File: config.mk
export PLATFORM = sky130hd
export DESIGN_NAME = fetch_stage
export DESIGN_NICKNAME = d
export VERILOG_FILES = /design/src/rtl/riscv_pkg.sv /design/src/rtl/fetch_stage_if_id_reg.sv /design/src/rtl/fetch_stage.sv
export SDC_FILE = /design/constraint.sdc
export NUM_CORES = 1
export LEC_CHECK = 0
export ABC_AREA = 0
export CAP_MARGIN = 30
export CORE_ASPECT_RATIO = 0.9
export CORE_MARGIN = 5
export CORE_UTILIZATION = 50
export DETAILED_ROUTE_END_ITERATION = 6
export GPL_TIMING_DRIVEN = 1
export PLACE_DENSITY = 0.81
export SYNTH_ARGS = -nofsm -noshare
export SYNTH_HDL_FRONTEND = slang
export SYNTH_HIERARCHICAL = 1
export SYNTH_SLANG_ARGS = --single-unit
File: constraint.sdc
create_clock -name clk -period 3.3 [get_ports clk]
set_clock_uncertainty 0.05 [all_clocks]
set_input_delay 0.66 -clock clk [delete_from_list [all_inputs] [get_ports clk]]
set_output_delay 0.66 -clock clk [all_outputs]
set_load 0.01 [all_outputs]
File: src/rtl/riscv_pkg.sv
`default_nettype none
// ============================================================================
// Module      : riscv_pkg
// Description : Shared definitions for the RV32I fetch front end: data width,
//               the bubble instruction encoding and the fetch FSM state type.
// Revision    : 1.0 - initial release
// ============================================================================
package riscv_pkg;

  localparam int XLEN = 32;

  // addi x0, x0, 0
  localparam logic [XLEN-1:0] NOP_INSTR = 32'h0000_0013;

  typedef enum logic [1:0] {
    IDLE = 2'd0,  // nothing outstanding
    WAIT = 2'd1,  // one request outstanding for PCF
    DROP = 2'd2   // one request outstanding, its response is stale
  } fetch_state_t;

endpackage
`default_nettype wire

File: src/rtl/fetch_stage_if_id_reg.sv
`default_nettype none
// ============================================================================
// Module      : if_id_reg
// Description : IF/ID pipeline register with flush and stall.
//               Priority: reset > flush > stall > load > bubble.
// Ports       : clk, reset      - clock, synchronous active-high reset
//               flush_i         - load a bubble (PC fields keep old values)
//               stall_i         - hold contents
//               load_i          - capture instr_i / pc_i / pcplus4_i
//               instr_o, pc_o, pcplus4_o, valid_o - decode-stage outputs
// Revision    : 1.0 - initial release
// ============================================================================
module if_id_reg
  import riscv_pkg::*;
#(
  parameter logic [XLEN-1:0] BUBBLE_INSTR = 32'h0000_0013
) (
  input  logic            clk,
  input  logic            reset,
  input  logic            flush_i,
  input  logic            stall_i,
  input  logic            load_i,
  input  logic [XLEN-1:0] instr_i,
  input  logic [XLEN-1:0] pc_i,
  input  logic [XLEN-1:0] pcplus4_i,
  output logic [XLEN-1:0] instr_o,
  output logic [XLEN-1:0] pc_o,
  output logic [XLEN-1:0] pcplus4_o,
  output logic            valid_o
);

  logic [XLEN-1:0] instr_q,   instr_d;
  logic [XLEN-1:0] pc_q,      pc_d;
  logic [XLEN-1:0] pcplus4_q, pcplus4_d;
  logic            valid_q,   valid_d;

  always_comb begin
    instr_d   = instr_q;
    pc_d      = pc_q;
    pcplus4_d = pcplus4_q;
    valid_d   = valid_q;
    if (flush_i) begin
      instr_d = BUBBLE_INSTR;
      valid_d = 1'b0;
    end else if (stall_i) begin
      // hold everything
    end else if (load_i) begin
      instr_d   = instr_i;
      pc_d      = pc_i;
      pcplus4_d = pcplus4_i;
      valid_d   = 1'b1;
    end else begin
      // fetch had nothing to hand over: insert a bubble
      instr_d = BUBBLE_INSTR;
      valid_d = 1'b0;
    end
  end

  always_ff @(posedge clk) begin
    if (reset) begin
      instr_q   <= BUBBLE_INSTR;
      pc_q      <= '0;
      pcplus4_q <= '0;
      valid_q   <= 1'b0;
    end else begin
      instr_q   <= instr_d;
      pc_q      <= pc_d;
      pcplus4_q <= pcplus4_d;
      valid_q   <= valid_d;
    end
  end

  assign instr_o   = instr_q;
  assign pc_o      = pc_q;
  assign pcplus4_o = pcplus4_q;
  assign valid_o   = valid_q;

endmodule
`default_nettype wire

File: src/rtl/fetch_stage.sv
`default_nettype none
// ============================================================================
// Module      : fetch_stage
// Description : IF stage of the 5-stage RV32I core plus the IF/ID register.
//               Keeps PCF, issues fetches over a req/gnt/rvalid handshake with
//               at most one request outstanding, buffers one response while
//               fetch is stalled and discards responses made stale by an
//               E-stage redirect.
// Ports       : clk, reset                 - clock, synchronous active-high reset
//               StallF, StallD, FlushD     - hazard unit controls
//               PCSrcE, PCTargetE          - E-stage redirect
//               imem_req/addr/gnt/rvalid/rdata - instruction memory interface
//               PCF                        - current fetch PC
//               InstrD, PCD, PCPlus4D, ValidD - decode-stage outputs
// Revision    : 1.0 - initial release
// ============================================================================
module fetch_stage #(
  parameter logic [31:0] RESET_PC  = 32'h0000_0000,
  parameter logic [31:0] NOP_INSTR = riscv_pkg::NOP_INSTR
) (
  input  logic        clk,
  input  logic        reset,
  input  logic        StallF,
  input  logic        StallD,
  input  logic        FlushD,
  input  logic        PCSrcE,
  input  logic [31:0] PCTargetE,
  output logic        imem_req,
  output logic [31:0] imem_addr,
  input  logic        imem_gnt,
  input  logic        imem_rvalid,
  input  logic [31:0] imem_rdata,
  output logic [31:0] PCF,
  output logic [31:0] InstrD,
  output logic [31:0] PCD,
  output logic [31:0] PCPlus4D,
  output logic        ValidD
);

  import riscv_pkg::*;

  fetch_state_t state_q, state_d;
  logic [31:0]  pcf_q, pcf_d;
  logic         buf_valid_q, buf_valid_d;
  logic [31:0]  buf_instr_q, buf_instr_d;

  logic [31:0]  pcf_plus4;
  logic         rsp_wait;    // response for PCF arriving this cycle
  logic         avail;       // an instruction for PCF is available
  logic         adv;         // hand the instruction to decode and step PCF
  logic [31:0]  fetch_instr;

  assign pcf_plus4   = pcf_q + 32'd4;
  assign rsp_wait    = (state_q == WAIT) && imem_rvalid;
  assign avail       = buf_valid_q | rsp_wait;
  assign adv         = avail & ~StallF & ~PCSrcE;
  assign fetch_instr = buf_valid_q ? buf_instr_q : imem_rdata;

  // ---------------------------------------------------------------- FSM: state register
  always_ff @(posedge clk) begin
    if (reset) begin
      state_q <= IDLE;
    end else begin
      state_q <= state_d;
    end
  end

  // ---------------------------------------------------------------- FSM: next state
  always_comb begin
    state_d = state_q;
    case (state_q)
      IDLE: begin
        // A request accepted in the same cycle as a redirect is for the old
        // PCF, so its response must be thrown away.
        if (imem_req && imem_gnt) begin
          state_d = PCSrcE ? DROP : WAIT;
        end
      end
      WAIT: begin
        if (PCSrcE) begin
          state_d = imem_rvalid ? IDLE : DROP;
        end else if (imem_rvalid) begin
          // adv here is simply !StallF; a stalled response goes to the buffer
          state_d = (adv && imem_gnt) ? WAIT : IDLE;
        end
      end
      DROP: begin
        if (imem_rvalid) begin
          state_d = IDLE;
        end
      end
      default: state_d = IDLE;
    endcase
  end

  // ---------------------------------------------------------------- FSM: outputs
  // In WAIT the only request is the back-to-back one for the next PC.
  always_comb begin
    imem_req  = 1'b0;
    imem_addr = pcf_q;
    if (!reset) begin
      case (state_q)
        IDLE: imem_req = ~buf_valid_q;
        WAIT: begin
          imem_req  = imem_rvalid & adv;
          imem_addr = pcf_plus4;
        end
        default: imem_req = 1'b0;
      endcase
    end
  end

  // ---------------------------------------------------------------- PC and fetch buffer
  always_comb begin
    pcf_d       = pcf_q;
    buf_valid_d = buf_valid_q;
    buf_instr_d = buf_instr_q;
    if (PCSrcE) begin
      pcf_d       = PCTargetE;
      buf_valid_d = 1'b0;
    end else if (adv) begin
      pcf_d       = pcf_plus4;
      buf_valid_d = 1'b0;
    end else if (rsp_wait && StallF) begin
      buf_valid_d = 1'b1;
      buf_instr_d = imem_rdata;
    end
  end

  always_ff @(posedge clk) begin
    if (reset) begin
      pcf_q       <= RESET_PC;
      buf_valid_q <= 1'b0;
      buf_instr_q <= NOP_INSTR;
    end else begin
      pcf_q       <= pcf_d;
      buf_valid_q <= buf_valid_d;
      buf_instr_q <= buf_instr_d;
    end
  end

  assign PCF = pcf_q;

  // ---------------------------------------------------------------- IF/ID register
  if_id_reg #(
    .BUBBLE_INSTR (NOP_INSTR)
  ) u_if_id_reg (
    .clk       (clk),
    .reset     (reset),
    .flush_i   (FlushD),
    .stall_i   (StallD),
    .load_i    (adv),
    .instr_i   (fetch_instr),
    .pc_i      (pcf_q),
    .pcplus4_i (pcf_plus4),
    .instr_o   (InstrD),
    .pc_o      (PCD),
    .pcplus4_o (PCPlus4D),
    .valid_o   (ValidD)
  );

`ifndef SYNTHESIS
  // Decode may only stall when fetch stalls too.
  a_stall_order : assert property (@(posedge clk) disable iff (reset) !(StallD && !StallF));
`endif

endmodule
`default_nettype wire

==> reports/results.ini <==
[worst_setup_path]
r2r-start = buf_valid_q$_SDFFE_PP0P_
r2r_slack_ps = 930
crit_type = flip-flop to output port
timing.critical_path.from = PCF[3]$_SDFFE_PP0N_
cp.required_ps = 2590
path_buf_inv = 1
slowest_delay_ps = 560
critPathMaxFanout = 8
cp.depth = 6
crit_slowest_cell = clkdlybuf4s50_1
critPathArrivalTime_ps = 2530
crit_family = simple AND/OR/NAND/NOR gates
start_kind = flip-flop
cp-end-kind = output port
regToRegEndpoint = PCF[24]$_SDFFE_PP0N_
r2r_cells = 4
path_cells = ha_4 > and3_2 > nand4_4 > nor4_4 > xor2_1 > clkdlybuf4s50_1

[power]
power_frac_clock_pct = 44.0
power.density_nw_per_um2 = 388
internal-power_mw = 3.49
switching_share_pct = 26.7
p_seq_share_pct = 43.1
power_leakage_nw = 4.19
p_comb_share_pct = 12.9
ir_drop_mv = 0.391
switching_power_mw = 1.27

[sta]
drv_slew = 0
tightest_slew_ps = 922
finalCriticalPeriod_ps = 3240
fmax_mhz = 309
finalHoldViolCount = 0
finalSetupViolations = 0
slew_headroom_pct = 38.5
timing.hold.ws_ps = 403
fin_crit_sh_pct = 98.1
rsz0062_at_grt = true

[floorplanning]
pin_count = 234
die_area_um2 = 20600
std_cell_rows = 46
die_w_um = 151
core_area_um2 = 17600
die_h_um = 137
initial_core_util_pct = 50.8

[route]
vias = 8305
drc = 0
drt_iter0_markers = 668
via_per_inst = 5.57
drt-total-wl_um = 27500
postRouteAntennaNets = 0
first_pass_iters = 5
wl_per_cell_um = 18.5

[synthesis]
synthCells = 1017
synth_top_area_share_pct = 36.8
synth_area_leader_cell = dfxtp_1
ys_types = 71
async_flop_share_pct = 0
yosysSeqAreaShare_pct = 36.8
syn_avg_cell_area_um2 = 8.77
netlist_top_cells_area = dfxtp_1 (37%), nand2b_1 (9.2%), mux2i_1 (7.5%)
synth_edf_count = 0
synth_area_um2 = 8920
synth_ff_type = dfxtp_1
syn_nets = 1090
synth_common_cells = dfxtp_1 (164), nand2b_1 (131), nand2_1 (126), mux2i_1 (67), a21oi_1 (61)
yosysMostFrequentCell = dfxtp_1
ys.warnings.count = 6
ys_ff_latch = 164

[global_route]
grt_pass1_wl_um = 43000
grt_max_degree = 115
antenna_found_initial = 1
grt_pass1_vias = 8049
grt-ovfl-total = 0
grt_use_total_pct = 26.1

[worst_hold_path]
holdPathStages = 2
holdPathEnd = buf_instr_q[29]$_SDFFE_PP0P_
hp-class = flip-flop to flip-flop
min_from = buf_instr_q[29]$_SDFFE_PP0P_

[finish]
syn2layout_area_growth_pct = 37.6
stdcell_area_um2 = 12300
multiInputGateArea_um2 = 5170
final_nets = 1307
final-seq-area_um2 = 3300
drive_above_1_share_pct = 14.7
fill_cells = 1360

[clock_network]
cts_root_buf = clkbuf_16
htree_levels = 4
cts_tree = yes
cts_made_buffers = 17
cts.clk_slew.worst_paths_ps = 70
clock_latency_ps = 440
clock_path_buffers = 2
clock-sinks = 164
cts_hold_buf = 0

[place]
gp_congestion = 0.886
dp_hpwl_um = 18700
io_buffer_count = 233
dpl_cell_area_um2 = 11400

[outcome]
status = finished, final reports clean

[run]
drv_cap = 0

==> layer usage <==
metal	GRT usage [%]	routed length, µm	vias to the layer above
li1	-	-	3943
met5	0	0	-
met2	41.0	13000	342
met3	5.96	2190	46
met1	34.9	11700	3974
met4	9.87	599	0
==> cell usage in the layout, fill, tap and decap left out, drive strengths merged, types with 15 or more instances in the layout <==
cell           netlist  routed
nor4                17      17
xor2                34      34
clkdlybuf4s50        0     231
mux2i               67      67
nand2              126     126
inv                 13      20
nand4               18      18
buf                 47      65
nand2b             131     131
nand3b              32      32
a21oi               61      61
dfxtp              164     164
clkbuf              48      17
mux2                32      32
xnor2               31      31
nor2                43      43
nand3               19      19
a311oi              15      15
==> worst max-delay path by stage <==
stage                     slack, ps            end
after global routing            -70  imem_addr[29]
after floorplan                 720  imem_addr[26]
after detailed placement        180  imem_addr[26]
after global placement          280       imem_req
after CTS                        -7  imem_addr[15]
final                            60  imem_addr[30]
==> power groups by stage <==
stage | clock network [mW] | logic [mW] | registers (mW)
after floorplan | 0 | 0.296 | 2.10
after global placement | 0 | 0.596 | 2.09
after detailed placement | 0 | 0.604 | 2.09
after CTS | 2.12 | 0.612 | 2.05
after global routing | 2.22 | 0.657 | 2.06
final | 2.09 | 0.616 | 2.05
==> timing repair <==
item / in CTS / in global routing
setup endpoints to repair: 19 / 19
setup buffers: 2 / 4
pin swaps: 2 / 5
gates resized for setup: 24 / 20
==> tightest hold or removal path, delay by kind of cell (launching register included) <==
family	cells	cell delay (ps)
and+or+nand+nor	1	50
DFF	1	310
AOI/OAI and AO/OA	1	50
==> state kept, by name, indices dropped and copies added (netlist names) <==
name,cells
u_if_id_reg/instr_o,32
u_if_id_reg/pcplus4_o,32
buf_instr_q,32
u_if_id_reg/valid_o,1
state_q,2
PCF,32
u_if_id_reg/pc_o,32
buf_valid_q,1
==> area by class of cell <==
cell class | count | area share [%]
Multi-Input combinational cell | 742 | 42.2
Sequential cell | 164 | 26.9
Timing Repair Buffer | 296 | 23.0
Clock buffer | 17 | 3.47
Tap cell | 240 | 2.45
Clock inverter | 15 | 1.56
Inverter | 13 | 0.398
Antenna cell | 3 | 0.0612
==> cells by family (layout without fill, tap and decap cells) <==
kind of cell,after synthesis,in the layout,share of synthesized area [%]
simple gates,443,443,28.2
xor+xnor,65,65,6.38
buf+inv,111,341,7.14
flops,164,164,36.8
compound gates,134,134,9.82
fa+ha+maj,1,1,0.140
other cells,0,3,0
mux,99,99,11.6
==> metrics by stage <==
step | utilization (%) | instances | power [mW] | setup TNS [ps] | setup slack, ps
floorplan | - | 1017 | 2.40 | 0 | 719
global placement | 65.1 | 1449 | 2.69 | 0 | 277
detailed placement | 65.1 | 1449 | 2.70 | 0 | 182
CTS | 69.3 | 1483 | 4.78 | -6.94 | -6.94
global route | 69.9 | 1488 | 4.93 | -262 | -67.6
finish | 69.9 | 1490 | 4.76 | 0 | 61.7
No activity file was read; power rests on OpenSTA's default activity.
==> RTL edit 1: new RTL, config.mk and constraints unchanged <==
`pc_q` no longer has a reset.
--- a/src/rtl/fetch_stage_if_id_reg.sv
+++ b/src/rtl/fetch_stage_if_id_reg.sv
@@ -60,13 +60,15 @@
     if (reset) begin
       instr_q   <= BUBBLE_INSTR;
-      pc_q      <= '0;
       pcplus4_q <= '0;
       valid_q   <= 1'b0;
     end else begin
       instr_q   <= instr_d;
-      pc_q      <= pc_d;
       pcplus4_q <= pcplus4_d;
       valid_q   <= valid_d;
     end
+  end
+
+  always_ff @(posedge clk) begin
+    pc_q <= pc_d;
   end
 
Behaviour: differs if reset is asserted again (counterexample within 4 cycles, from zero or initial values and one cycle with reset high); with reset held inactive, the same outputs for 4 cycles.
==> RTL edit 1 against the original RTL <==
- setup slack worse by 0.048 ns
- power rose by 0.86%
- design area is 2.3% lower
- sequential share of layout area up 3.3 points
- wire length decreased by 5.2%
- synthesized area is 4.1% lower
- sequential cell count did not move
- fmax shrank 1.5%
==> RTL edit 1: results (changes against the original RTL) <==
[critical_path]
critPathArrivalTime_ns = 2.58  ; +0.05 ns
rr_worst_depth = 8  ; +4
slowest_delay_ns = 0.58  ; +0.02 ns
setup.worst_path.start = PCF[23]
rrSetupSlack_ns = 0.89  ; -0.04 ns
r2r-end = PCF[28]
rr_startpoint = PCF[2]
critPathCapture = imem_addr[31]
crit_fanout = 7  ; -1

[timing]
timing.hold.ws_ns = 0.404  ; +0.000581 ns
worstMarginPinSlew_ns = 0.693  ; -0.230 ns
final.period_utilization_pct = 99.6  ; +1.5 points

[synthesis]
synth_edf_count = 32  ; +32
synth.net_count = 984  ; -9.7%
synth_cell_types = 72  ; +1.4%
yosysSeqAreaShare_pct = 42.1  ; +5.3 points
ys_top_cells_by_count = dfxtp_1, nand2_1, nand2b_1
synth_area_leaders = dfxtp_1, edfxtp_1, nand2_1
yosysTopAreaCellShare_pct = 30.9  ; -5.9 points
yosysWarnings = 6  ; unchanged
postSynthAreaPerCell_sq_um = 9.39  ; +7.0%

[clocking]
postCtsSetupBuffers = 1  ; -1
ctsHoldBuffers = 0  ; unchanged
cts_resized = 20  ; -17%
htreeDepth = 4  ; unchanged

[global_routing]
grtUsageMet3_pct = 6.25  ; +0.29 points
use_met1_pct = 33.5  ; -1.4 points
grt_pass1_wl_mm = 39.9  ; -7.2%
grtUsageTotal_pct = 24.9  ; -1.1 points
grt_pass1_vias = 7221  ; -10%
antenna_found_initial = 0  ; -1

[outcome]
status = finished, final reports clean

[min_path]
hold_end = buf_instr_q[21]
hold_path.class = reg2reg
worstHoldStart = buf_instr_q[21]

[drt]
routedWlPerCell_microns = 19.1  ; +3.7%
drt_iter0_drc = 648  ; -3.0%
wl_met2_mm = 12.3  ; -5.9%
met3_length_mm = 2.09  ; -4.5%
drt-met1-wl_mm = 11.0  ; -5.6%

[final_layout]
final_cells = 1362  ; -8.6%
fin_nets = 1211  ; -7.3%
antenna_cells = 0  ; -3
fillers = 1273  ; -6.4%
seqCellArea_sq_mm = 0.00361  ; +9.5%

[pwr]
vdd.ir_drop.worst_uv = 397  ; +1.5%
power_leakage_nw = 4.19  ; about the same

[placement]
pre_cts_slack_ns = 0.234  ; +0.0521 ns
dpl_cell_area_sq_mm = 0.0111  ; -3.2%
routabilityCongestion = 0.914  ; +3.2%
dp.cells = 1320  ; -8.9%

==> RTL edit 1: cells by family after synthesis <==
family	after synthesis	share of synthesized area, %
simple gates	379	24.6
flops	164	42.1
compound gates	134	11.5
buf+inv	101	6.66
mux	67	8.31
xor+xnor	65	6.66
fa+ha+maj	1	0.146
==> RTL edit 1: worst register-to-register path, stage by stage, from the launching register on <==
cell,delay (ns)
dfxtp_1,0.40
ha_4,0.19
and3_4,0.25
nand4_2,0.19
buf_4,0.19
buf_4,0.13
buf_4,0.15
or4b_1,0.47
a311oi_1,0.30
==> RTL edit 1: layout make-up <==
cell class	count	area share (%)
multi-input combinational	647	38.6
sequential	164	30.2
timing repair buffer	295	23.5
clock buffer	19	3.87
tap	211	2.20
clock inverter	13	1.28
inverter	13	0.407
==> RTL edit 1: power breakdown <==
part	internal, mW	switching, mW	total, mW	leakage [nW]
combinational	0.309	0.282	0.591	2.53
clock	1.21	0.890	2.10	0.310
sequential	2.08	0.0401	2.12	1.36
==> RTL edit 2: new RTL, same flow settings <==
Made on the original files. The 3 states of `fetch_state_t` get a one-hot encoding in 3 bits.
--- a/src/rtl/riscv_pkg.sv
+++ b/src/rtl/riscv_pkg.sv
@@ -13,8 +13,8 @@
   localparam logic [XLEN-1:0] NOP_INSTR = 32'h0000_0013;
 
-  typedef enum logic [1:0] {
-    IDLE = 2'd0,  // nothing outstanding
-    WAIT = 2'd1,  // one request outstanding for PCF
-    DROP = 2'd2   // one request outstanding, its response is stale
+  typedef enum logic [2:0] {
+    IDLE = 3'b001,  // nothing outstanding
+    WAIT = 3'b010,  // one request outstanding for PCF
+    DROP = 3'b100   // one request outstanding, its response is stale
   } fetch_state_t;
 
Check against the original RTL: same outputs for any inputs over 4 cycles, from zero or initial values and one cycle with reset high; so few cycles prove little.
==> RTL edit 2 against the original RTL <==
- die area is 2.6% lower
- synthesized area is 2.8% lower
- sequential cell count is 1 higher
- final cell count is 0.94% lower
- design area is 2.0% lower
- sequential power hardly changed
- power is 3.0% lower
- wire length is 6.2% lower
- critical endpoint is now imem_addr[14]
- highest routed layer is now met5
- setup slack better by 0.016 ns
- largest cell class unchanged
==> RTL edit 2: results (changes against the original RTL) <==
[drt]
first_pass_iters = 5  ; unchanged
num_vias = 7807  ; -6.0%
drt_iter0_drc = 568  ; -15%
routedWlPerCell_microns = 17.5  ; -5.3%

[clocking]
numCtsBuffers = 17  ; unchanged
insertion_delay_ns = 0.43
clk_pin_slew_ns = 0.08
clock_tree.root_cell = clkbuf_16
htreeDepth = 4  ; unchanged
cts_buffer_depth = 2  ; unchanged

[critical_path]
slowest_delay_ns = 0.57
crit_fanout = 11  ; +3
critPathArrivalTime_ns = 2.51  ; -0.02 ns
slowest_stage = clkdlybuf4s50_1
crit_family = buffers and inverters

[synthesis]
synthXorXnorAreaFrac_pct = 7.37  ; +0.99 points
synthAdderAreaFrac_pct = 0.144  ; +0.0040 points
synth.net_count = 1077  ; -1.2%
synth_compound_area_share_pct = 8.02  ; -1.8 points
synth_area_leaders = dfxtp_1, nand2b_1, mux2i_1
async_reset_ff_share_pct = 0  ; unchanged
yosysSeqAreaShare_pct = 38.1  ; +1.3 points
synth_cell_types = 55  ; -23%
ys_top_cells_by_count = dfxtp_1, nand2b_1, nand2_1
muxShareOfSynthArea_pct = 12.2  ; +0.68 points
yosysWarnings = 6  ; unchanged

[timing]
slew_headroom_pct = 37.6  ; -0.95 points

[final_layout]
fin_nets = 1300  ; -0.54%
drive_gt1_share_pct = 13.7  ; -0.97 points

[global_routing]
grtUsageTotal_pct = 24.8  ; -1.3 points
grt_max_degree = 110  ; -4.3%
grt_pass1_vias = 7466  ; -7.2%
grt_pass1_wl_mm = 40.3  ; -6.4%
grt_util_met2_pct = 40.1  ; -0.92 points
use_met1_pct = 32.8  ; -2.1 points
antenna_found_initial = 2  ; +1
grtUsageMet3_pct = 7.35  ; +1.4 points

[placement]
routabilityCongestion = 0.863  ; -2.6%
pre_cts_slack_ns = 0.138  ; -0.0440 ns
dpl_cell_area_sq_mm = 0.0113  ; -1.2%
port_buffers = 233  ; unchanged
place_hpwl_mm = 17.9  ; -4.4%

[min_path]
hold_path.class = reg2reg

[pwr]
power_leakage_nw = 4.20  ; about the same
vdd.ir_drop.worst_uv = 334  ; -15%
p_int_mw = 3.36  ; -3.8%

[outcome]
status = finished, final reports clean

RTL edit 2: cell types whose count changed after synthesis, moves of 7 or more:
cell      delta
xnor2_1     +14
clkbuf_1    +11
nand4_1      -8
a211oi_1     +7
a311oi_1     -7
nor2_1       +7
or3_1        +7
or4_1        -7
RTL edit 2: stage by stage:
stage,hold WS (ns),setup TNS (ns),instances
after global placement,0.388,0,1440
after floorplan,0.382,0,1004
after CTS,0.406,-0.0947,1473
final,0.406,0,1476
after detailed placement,0.396,0,1440
after global routing,0.423,-0.00117,1476
RTL edit 2: final timing paths:
| path | from | endpoint | slack, ns | depth (start not counted) |
|---|---|---|---|---|
| setup / recovery | state_q[2] | imem_addr[14] | 0.08 | 6 |
| hold / removal | buf_instr_q[15] | buf_instr_q[15] | 0.41 | 2 |
| setup reg to reg | PCF[15] | PCF[29] | 0.92 | 7 |
| hold reg to reg | buf_instr_q[15] | buf_instr_q[15] | 0.41 | 2 |
RTL edit 2: timing repair:
action	4_1_cts	5_1_grt
pin swaps	1	6
buffers inserted	1	2
gates resized for setup	23	34
setup endpoints to repair	14	21
RTL edit 2: layout make-up:
| type | instances | area, sq um |
|---|---|---|
| fillers | 1323 | 4920 |
| repair buffers | 302 | 2890 |
| well taps | 235 | 294 |
| inverters | 10 | 37.5 |
| clock buffers | 17 | 425 |
| diodes | 1 | 2.50 |
| flip-flops and latches | 165 | 3310 |
| clock inverters | 15 | 159 |
| multi-input cells | 731 | 4910 |
RTL edit 2: cells by family after synthesis:
| group | after synthesis |
|---|---|
| buffers and inverters | 108 |
| DFF | 165 |
| muxes | 102 |
| AOI/OAI and AO/OA | 117 |
| and+or+nand+nor | 438 |
| adders and majority gates | 1 |
| xor gates and xnor gates | 73 |
RTL edit 2: worst min-delay path: cells and delay by family, from the launching register on:
kind             cells  cell delay, ns
AO/OA/AOI/OAI        1            0.05
flip-flops           1            0.31
AND/OR/NAND/NOR      1            0.05
RTL edit 2: power by group through the flow:
stage	logic [mW]	clock network (mW)	registers, mW
2_1_floorplan	0.279	0	2.11
3_3_place_gp	0.588	0	2.09
3_5_place_dp	0.592	0	2.09
4_1_cts	0.592	2.00	2.05
5_1_grt	0.639	2.09	2.05
6_report	0.598	1.97	2.05
RTL edit 2: metal layers:
layer / routed length, microns / share of wire [%]
met3: 1780 / 6.9
met2: 12100 / 47
met1: 11500 / 45
met5: 12 / 0.046
met4: 378 / 1.5
